File: src/rtl/sa_ws_array.sv
// sa_ws_array: ROWS x COLS weight-stationary systolic array with indexed weight
// loading, input skew, output deskew and an IDLE/LOAD/RUN/DRAIN controller.
module sa_ws_array #(
  parameter int ROWS = 4,
  parameter int COLS = 4,
  parameter int DW   = 8,
  parameter int AW   = 24
) (
  input  logic                 clk,
  input  logic                 rst,
  input  logic                 clear,
  input  logic                 w_valid,
  output logic                 w_ready,
  input  logic [COLS*DW-1:0]   w_data,
  input  logic                 act_valid,
  output logic                 act_ready,
  input  logic [ROWS*DW-1:0]   act_data,
  output logic                 out_valid,
  output logic [COLS*AW-1:0]   out_data,
  output logic                 busy
);
  localparam int LAT = ROWS + COLS;
  localparam int CW  = (ROWS > 1) ? $clog2(ROWS) : 1;

  typedef enum logic [1:0] {S_IDLE, S_LOAD, S_RUN, S_DRAIN} state_t;

  state_t             r_state;
  logic [CW-1:0]      r_cnt;
  logic [COLS*DW-1:0] r_w [ROWS];
  logic [LAT-1:0]     r_vld;
  logic               w_w_acc;
  logic               w_a_acc;
  logic [DW-1:0]      w_sk_out [ROWS];
  logic [DW-1:0]      r_pe_a [ROWS][COLS];
  logic [AW-1:0]      r_pe_p [ROWS][COLS];
  logic [COLS*AW-1:0] w_res;

  assign w_ready   = (r_state == S_IDLE) || (r_state == S_LOAD);
  // A pending reload blocks new activations in the same cycle.
  assign act_ready = (r_state == S_RUN) && !w_valid;
  assign w_w_acc   = w_valid && w_ready;
  assign w_a_acc   = act_valid && act_ready;

  always_ff @(posedge clk) begin
    if (!rst) begin
      r_state <= S_IDLE;
      r_cnt   <= '0;
      for (int i = 0; i < ROWS; i++) r_w[i] <= '0;
    end else begin
      case (r_state)
        S_IDLE: if (w_w_acc) begin
          r_w[0] <= w_data;
          if (ROWS == 1) begin
            r_state <= S_RUN;
          end else begin
            r_cnt   <= CW'(1);
            r_state <= S_LOAD;
          end
        end
        S_LOAD: if (w_w_acc) begin
          r_w[r_cnt] <= w_data;
          if (r_cnt == CW'(ROWS - 1)) begin
            r_cnt   <= '0;
            r_state <= S_RUN;
          end else begin
            r_cnt <= r_cnt + CW'(1);
          end
        end
        S_RUN:   if (w_valid) r_state <= S_DRAIN;
        S_DRAIN: if (r_vld == '0) r_state <= S_IDLE;
        default: r_state <= S_IDLE;
      endcase
    end
  end

  always_ff @(posedge clk) begin
    if (!rst) begin
      r_vld     <= '0;
      busy      <= 1'b0;
      out_valid <= 1'b0;
      out_data  <= '0;
    end else if (clear) begin
      r_vld     <= '0;
      busy      <= 1'b0;
      out_valid <= 1'b0;
    end else begin
      r_vld     <= {r_vld[LAT-2:0], w_a_acc};
      busy      <= |r_vld;
      out_valid <= r_vld[LAT-1];
      if (r_vld[LAT-1]) out_data <= w_res;
    end
  end

  // Row gi sees its activation gi cycles late so wavefronts meet diagonally.
  for (genvar gi = 0; gi < ROWS; gi++) begin : g_skew
    logic [DW-1:0] r_sk [gi+1];
    always_ff @(posedge clk) begin
      if (!rst || clear) begin
        for (int k = 0; k <= gi; k++) r_sk[k] <= '0;
      end else begin
        r_sk[0] <= w_a_acc ? act_data[gi*DW +: DW] : '0;
        for (int k = 1; k <= gi; k++) r_sk[k] <= r_sk[k-1];
      end
    end
    assign w_sk_out[gi] = r_sk[gi];
  end

  for (genvar gi = 0; gi < ROWS; gi++) begin : g_row
    for (genvar gj = 0; gj < COLS; gj++) begin : g_col
      logic [DW-1:0]          w_a_in;
      logic [AW-1:0]          w_p_in;
      logic signed [2*DW-1:0] w_prod;
      if (gj == 0) begin : g_a_edge
        assign w_a_in = w_sk_out[gi];
      end else begin : g_a_chain
        assign w_a_in = r_pe_a[gi][gj-1];
      end
      if (gi == 0) begin : g_p_edge
        assign w_p_in = '0;
      end else begin : g_p_chain
        assign w_p_in = r_pe_p[gi-1][gj];
      end
      assign w_prod = $signed(w_a_in) * $signed(r_w[gi][gj*DW +: DW]);
      always_ff @(posedge clk) begin
        if (!rst || clear) begin
          r_pe_a[gi][gj] <= '0;
          r_pe_p[gi][gj] <= '0;
        end else begin
          r_pe_a[gi][gj] <= w_a_in;
          r_pe_p[gi][gj] <= w_p_in + AW'(w_prod);
        end
      end
    end
  end

  // Column gj finishes gj cycles after column 0; pad so all columns line up.
  for (genvar gj = 0; gj < COLS; gj++) begin : g_dsk
    localparam int D = COLS - 1 - gj;
    if (D == 0) begin : g_pass
      assign w_res[gj*AW +: AW] = r_pe_p[ROWS-1][gj];
    end else begin : g_dly
      logic [AW-1:0] r_ds [D];
      always_ff @(posedge clk) begin
        if (!rst || clear) begin
          for (int k = 0; k < D; k++) r_ds[k] <= '0;
        end else begin
          r_ds[0] <= r_pe_p[ROWS-1][gj];
          for (int k = 1; k < D; k++) r_ds[k] <= r_ds[k-1];
        end
      end
      assign w_res[gj*AW +: AW] = r_ds[D-1];
    end
  end

endmodule

File: config.mk
export PLATFORM = sky130hd
export DESIGN_NAME = sa_ws_array
export DESIGN_NICKNAME = d
export VERILOG_FILES = /design/src/rtl/sa_ws_array.sv
export SDC_FILE = /design/constraint.sdc
export NUM_CORES = 2
export LEC_CHECK = 0
export ABC_AREA = 0
export CELL_PAD_IN_SITES_DETAIL_PLACEMENT = 1
export CELL_PAD_IN_SITES_GLOBAL_PLACEMENT = 1
export CORE_ASPECT_RATIO = 0.6
export CORE_MARGIN = 3
export CORE_UTILIZATION = 35
export CTS_CLUSTER_SIZE = 14
export DETAILED_ROUTE_END_ITERATION = 10
export GPL_TIMING_DRIVEN = 0
export PLACE_DENSITY = 0.58
export RECOVER_POWER = 50
export SLEW_MARGIN = 15
export SYNTH_ARGS = -nofsm -noshare
export SYNTH_HDL_FRONTEND = slang
export SYNTH_SLANG_ARGS = --single-unit
File: constraint.sdc
create_clock -name clk -period 8.1 [get_ports clk]
set_input_delay 1.62 -clock clk [delete_from_list [all_inputs] [get_ports clk]]
set_output_delay 1.62 -clock clk [all_outputs]
set_load 0.02 [all_outputs]
# == Word-level counts from Yosys, hierarchy flattened ==
# Memories as Yosys holds them, arrays and structs flattened. A register that Yosys moved wholly into a read port is not among the register bits.
# Index checks and enable logic that the tools add are counted.
# op_classes
n_mul,16
addsub,13
n_eq_ne,9
mux,78
n_reduce_logical,21
bitwise_logic,49
# ops
op,count
$mux W24,22
$add A24 B24 Y24,12
$mul A8 B8 Y16,16
$mux W8,30
$mux W32,2
$or A1 B1 Y1,47
$reduce_or A32 Y1,1
$reduce_or A24 Y1,1
$mux W2,8
$reduce_or A8 Y1,2
$mux W1,14
$logic_not A8 Y1,1
$ne A2 B2 Y1 const B,4
$pmux W2 S4,1
$eq A2 B2 Y1 const B,3
$logic_not A1 Y1,5
$reduce_and A5 Y1,1
$pmux W2 S2,1
$logic_and A1 B1 Y1,3
$reduce_and A3 Y1,1
$add A2 B1 Y2 const B,1
$eq A2 B1 Y1 const B,1
$logic_not A2 Y1,1
$logic_or A1 B1 Y1,2
other kinds (5),6
# word_totals
reg_bits,110
out_inout_bits,100
mem_bits_rw,864
mem_count,10
input_bits,69
elab_cells,202
# memory_table
name,words,word_bits,rd,rd_clocked_by_memory_dff,write_ports,line,text
r_pe_p,4,96,4,0,4,35,logic [AW-1:0] r_pe_p [ROWS][COLS];
r_pe_a,4,32,4,0,4,34,logic [DW-1:0] r_pe_a [ROWS][COLS];
r_w,4,32,4,0,4,29,logic [COLS*DW-1:0] r_w [ROWS];
g_dsk[0].g_dly.r_ds,3,24,3,1,3,142,logic [AW-1:0] r_ds [D];
g_dsk[1].g_dly.r_ds,2,24,2,1,2,142,
g_skew[3].r_sk,4,8,4,0,4,96,logic [DW-1:0] r_sk [gi+1];
+4 memories,n/a,n/a,n/a,n/a,n/a,n/a,

# == Depth between registers and ports, before layout ==
# depth
depth_word,9
depth_mapped,29
mapped_depth_nobuf,29

# == Least setup slack after synthesis ==
# OpenSTA, ideal clock, no wires.
# synth_path
kind,register to register
start,memory r_w[3][10] (netlist name)
end,memory r_pe_p[1][167] (netlist name)
stages_incl_launch_ff,24
n_path_buf,0
synth_period_minus_slack_ns,6.368
t_required_ns,7.972
setup_time_ns,0.128
path_slack_ns,1.732
t_arrival_ns,6.240
cell_sequence,edfxtp_1 and2_1 fa_1 inv_1 fa_1 inv_1 fa_1 inv_1 fa_1 inv_1 ha_1 nor2b_1 o41ai_1 o21ai_1 o41a_1 xnor2_1 ha_1 and2_1 a311oi_2 a211oi_1 a31o_1 a221o_1 xnor3_1 nor2_1
# synth_lines
element,line
from (decl),29
to (decl),35

==> flow_metrics.env <==
export IMPL_outcome="finished, violations left"
export IMPL_violations="max-capacitance violations, max-slew violations"
export IMPL_required_ps=8720
export IMPL_placed_cell_area_sq_um=81600
export IMPL_ys_ff_latch=910
export IMPL_yosys_area_share_simple_pct=17.8
export IMPL_setup_tns_ps=0
export IMPL_async_reset_ff_share_pct=0
export IMPL_rsz0062_at_grt="false"
export IMPL_ys_types=81
export IMPL_dp_hpwl_mm=193
export IMPL_drive_gt1_share_pct=2.61
export IMPL_cp_end_kind="register"
export IMPL_synth_fp_nets=9695
export IMPL_total_power_mw=11.4
export IMPL_ctsRootBufferMaster="clkbuf_16"
export IMPL_p_leak_nw=40.1
export IMPL_seqCellArea_sq_um=19500
export IMPL_viasPerCell=4.72
export IMPL_area_growth_pct=11.6
export IMPL_gp_congestion=0.844
export IMPL_clk_pin_slew_worst_paths_ps=60
export IMPL_yosysTopAreaCell="fa_1"
export IMPL_fp_dieH_microns=367
export IMPL_worstSetupPathType="reg -> reg"
export IMPL_yosys_area_share_xor_xnor_pct=5.23
export IMPL_synthFlopType="dfxtp_1"
export IMPL_min_period_over_period_pct=92.5
export IMPL_synth_top_area_share_pct=23.5
export IMPL_multiInputGateArea_sq_um=51000
export IMPL_grt_pass1_vias=56712
export IMPL_powerDensity_nw_per_um2=135
export IMPL_setup_violations_final=0
export IMPL_grt_pass1_wl_mm=352
export IMPL_synth_top_family_by_area="adder cells"
export IMPL_cts_hold_buffers=0
export IMPL_slowest_delay_ps=870
export IMPL_cts_setup_buffers=0
export IMPL_nFillCells=24428
export IMPL_synthMuxAreaShare_pct=0.283
export IMPL_drt_wirelength_per_cell_microns=20.2
export IMPL_yosysWarnings=0
export IMPL_period_needed_ps=7490
export IMPL_drt_total_wl_mm=227
export IMPL_grt_overflow_total=0
export IMPL_slew_headroom_pct=-59.2
export IMPL_slew_viol_final=42
export IMPL_clk_latency_ps=750
export IMPL_cts_repair_resized=0
export IMPL_rows=131
export IMPL_peakVddDrop_mv=0.160
export IMPL_ant_nets=0
export IMPL_cts_buffers=96
export IMPL_synth_avg_cell_area_sq_um=9.51
export IMPL_synth_edf_count=128
export IMPL_clk_path_buf_depth=3
export IMPL_ioPinCount=169
export IMPL_nets=9972
export IMPL_slowest_stage="xnor2_1"
export IMPL_drt_pass1_iterations=5
export IMPL_layout_commonest_cell="inv_1"
export IMPL_cts_tree="built"
export IMPL_drcViolationCount=0
export IMPL_hold_violations=0
export IMPL_initial_utilization_pct=35.5
export IMPL_holdCritPathClass="reg -> reg"
export IMPL_antenna_found_initial=43
export IMPL_die_area_sq_um=223000
export IMPL_cts_max_level=3
export IMPL_ys_seq_area_share_pct=25.6
export IMPL_worst_slew_pin_slew_ps=2360
export IMPL_synthAdderAreaFrac_pct=35.5
export IMPL_synth_area_sq_um=76100
export IMPL_grt_max_degree=25
export IMPL_syn_inst=8001
export IMPL_track_usage_pct=20.5
export IMPL_final_cell_mix="1358 x inv_1, 1001 x and2_1, 892 x fa_1, 782 x dfxtp_1, 733 x ha_1"
export IMPL_fin_skew_ps=66.8
export IMPL_synth_compound_area_share_pct=8.17
export IMPL_core_area_sq_um=214000
export IMPL_vias=52951
export IMPL_synth_area_leaders="fa_1 23%, dfxtp_1 21%, ha_1 12%"
export IMPL_design_area_sq_um=84900
export IMPL_portBuffers=168
export IMPL_cts_sinks=910
export IMPL_die_w_microns=608
export IMPL_maxCapViolations=4
export IMPL_setup_worst_path_start_class="register"
export IMPL_crit_arrival_ps=8110
export IMPL_drt_iter0_drc=3029
export IMPL_clock_fmax_mhz=133
export IMPL_cp_max_fo=10
-- critical path, delay by kind of cell (launching register included) --
family | cells | cell delay, ps
adder cells (fa/ha/maj) | 6 | 2760
XOR/XNOR | 2 | 1040
buffers and inverters | 5 | 490
AND/OR/NAND/NOR | 7 | 1400
flip-flops | 1 | 300
AO/OA/AOI/OAI | 8 | 1430
-- worst paths after layout --
path / depth (start not counted) / slack [ps] / start / to
hold reg to reg: 1 / 380 / g_skew[3].r_sk[2][3] / g_skew[3].r_sk[3][3]
setup / recovery: 28 / 610 / g_skew[3].r_sk[3][7] / r_pe_p[1][191]
setup reg to reg: 28 / 610 / g_skew[3].r_sk[3][7] / r_pe_p[1][191]
hold / removal: 1 / 380 / g_skew[3].r_sk[2][3] / g_skew[3].r_sk[3][3]
-- cell families (layout without fill, tap and decap cells) --
family | after synthesis | in the layout
flip-flops | 910 | 910
AO/OA/AOI/OAI | 937 | 937
AND/OR/NAND/NOR | 2561 | 2561
XOR/XNOR | 451 | 451
multiplexers | 20 | 20
adder cells (fa/ha/maj) | 1625 | 1625
buffers and inverters | 1497 | 1852
other | 0 | 13
-- flip-flops by register name (all words and copies together), names as in the netlist --
signal / count
r_pe_p: 352
g_dsk.g_dly.r_ds: 144
r_w: 128
out_data: 96
r_pe_a: 96
g_skew.r_sk: 80
r_vld: 8
r_cnt: 2
r_state: 2
busy: 1
out_valid: 1
-- layer usage --
layer | GRT usage [%] | up-vias | share of wire [%]
li1 | - | 25645 | -
met1 | 33.2 | 26222 | 55
met2 | 27.5 | 917 | 37
met3 | 4.18 | 163 | 6.4
met4 | 3.26 | 4 | 1.4
met5 | 0 | - | 0.013
-- synth_stat cells (30+ instances only) --
cell type / n
ha_1: 733
a211oi_1: 49
nor2_1: 397
o21ai_0: 117
nor2b_1: 102
clkbuf_1: 132
xnor2_1: 320
a21boi_0: 105
o21ai_1: 30
inv_1: 1358
and3_1: 32
nand2b_1: 88
nand3_1: 63
xor2_1: 129
a21oi_1: 261
nor3_1: 82
nand2_1: 548
fa_1: 892
o21a_1: 31
edfxtp_1: 128
o21bai_1: 64
a21o_1: 118
dfxtp_1: 782
and2_1: 1180
-- final cells by class --
type	instances	area share (%)
Inverter	1358	6.01
Clock buffer	126	3.19
Clock inverter	50	0.736
Antenna cell	13	0.0383
Timing Repair Buffer	179	2.18
Tap cell	2859	4.21
Buffer	139	0.632
Sequential cell	910	23.0
Multi-Input combinational cell	5594	60.0
-- stage by stage --
stage	utilization, %	cells	hold slack [ps]	worst slack (ps)
global route	39.6	11220	398	198
detailed placement	38.1	11039	412	678
CTS	39.7	11215	382	617
global placement	38.0	11028	408	798
floorplan	-	8001	406	1730
finish	39.6	11228	383	607
-- where the power goes --
part           internal, mW  switching, mW
Sequential             4.76          0.241
Combinational         0.667           1.08
Clock                  2.62           2.06
Total                  8.05           3.39
Power figures use the tool's default switching activity.
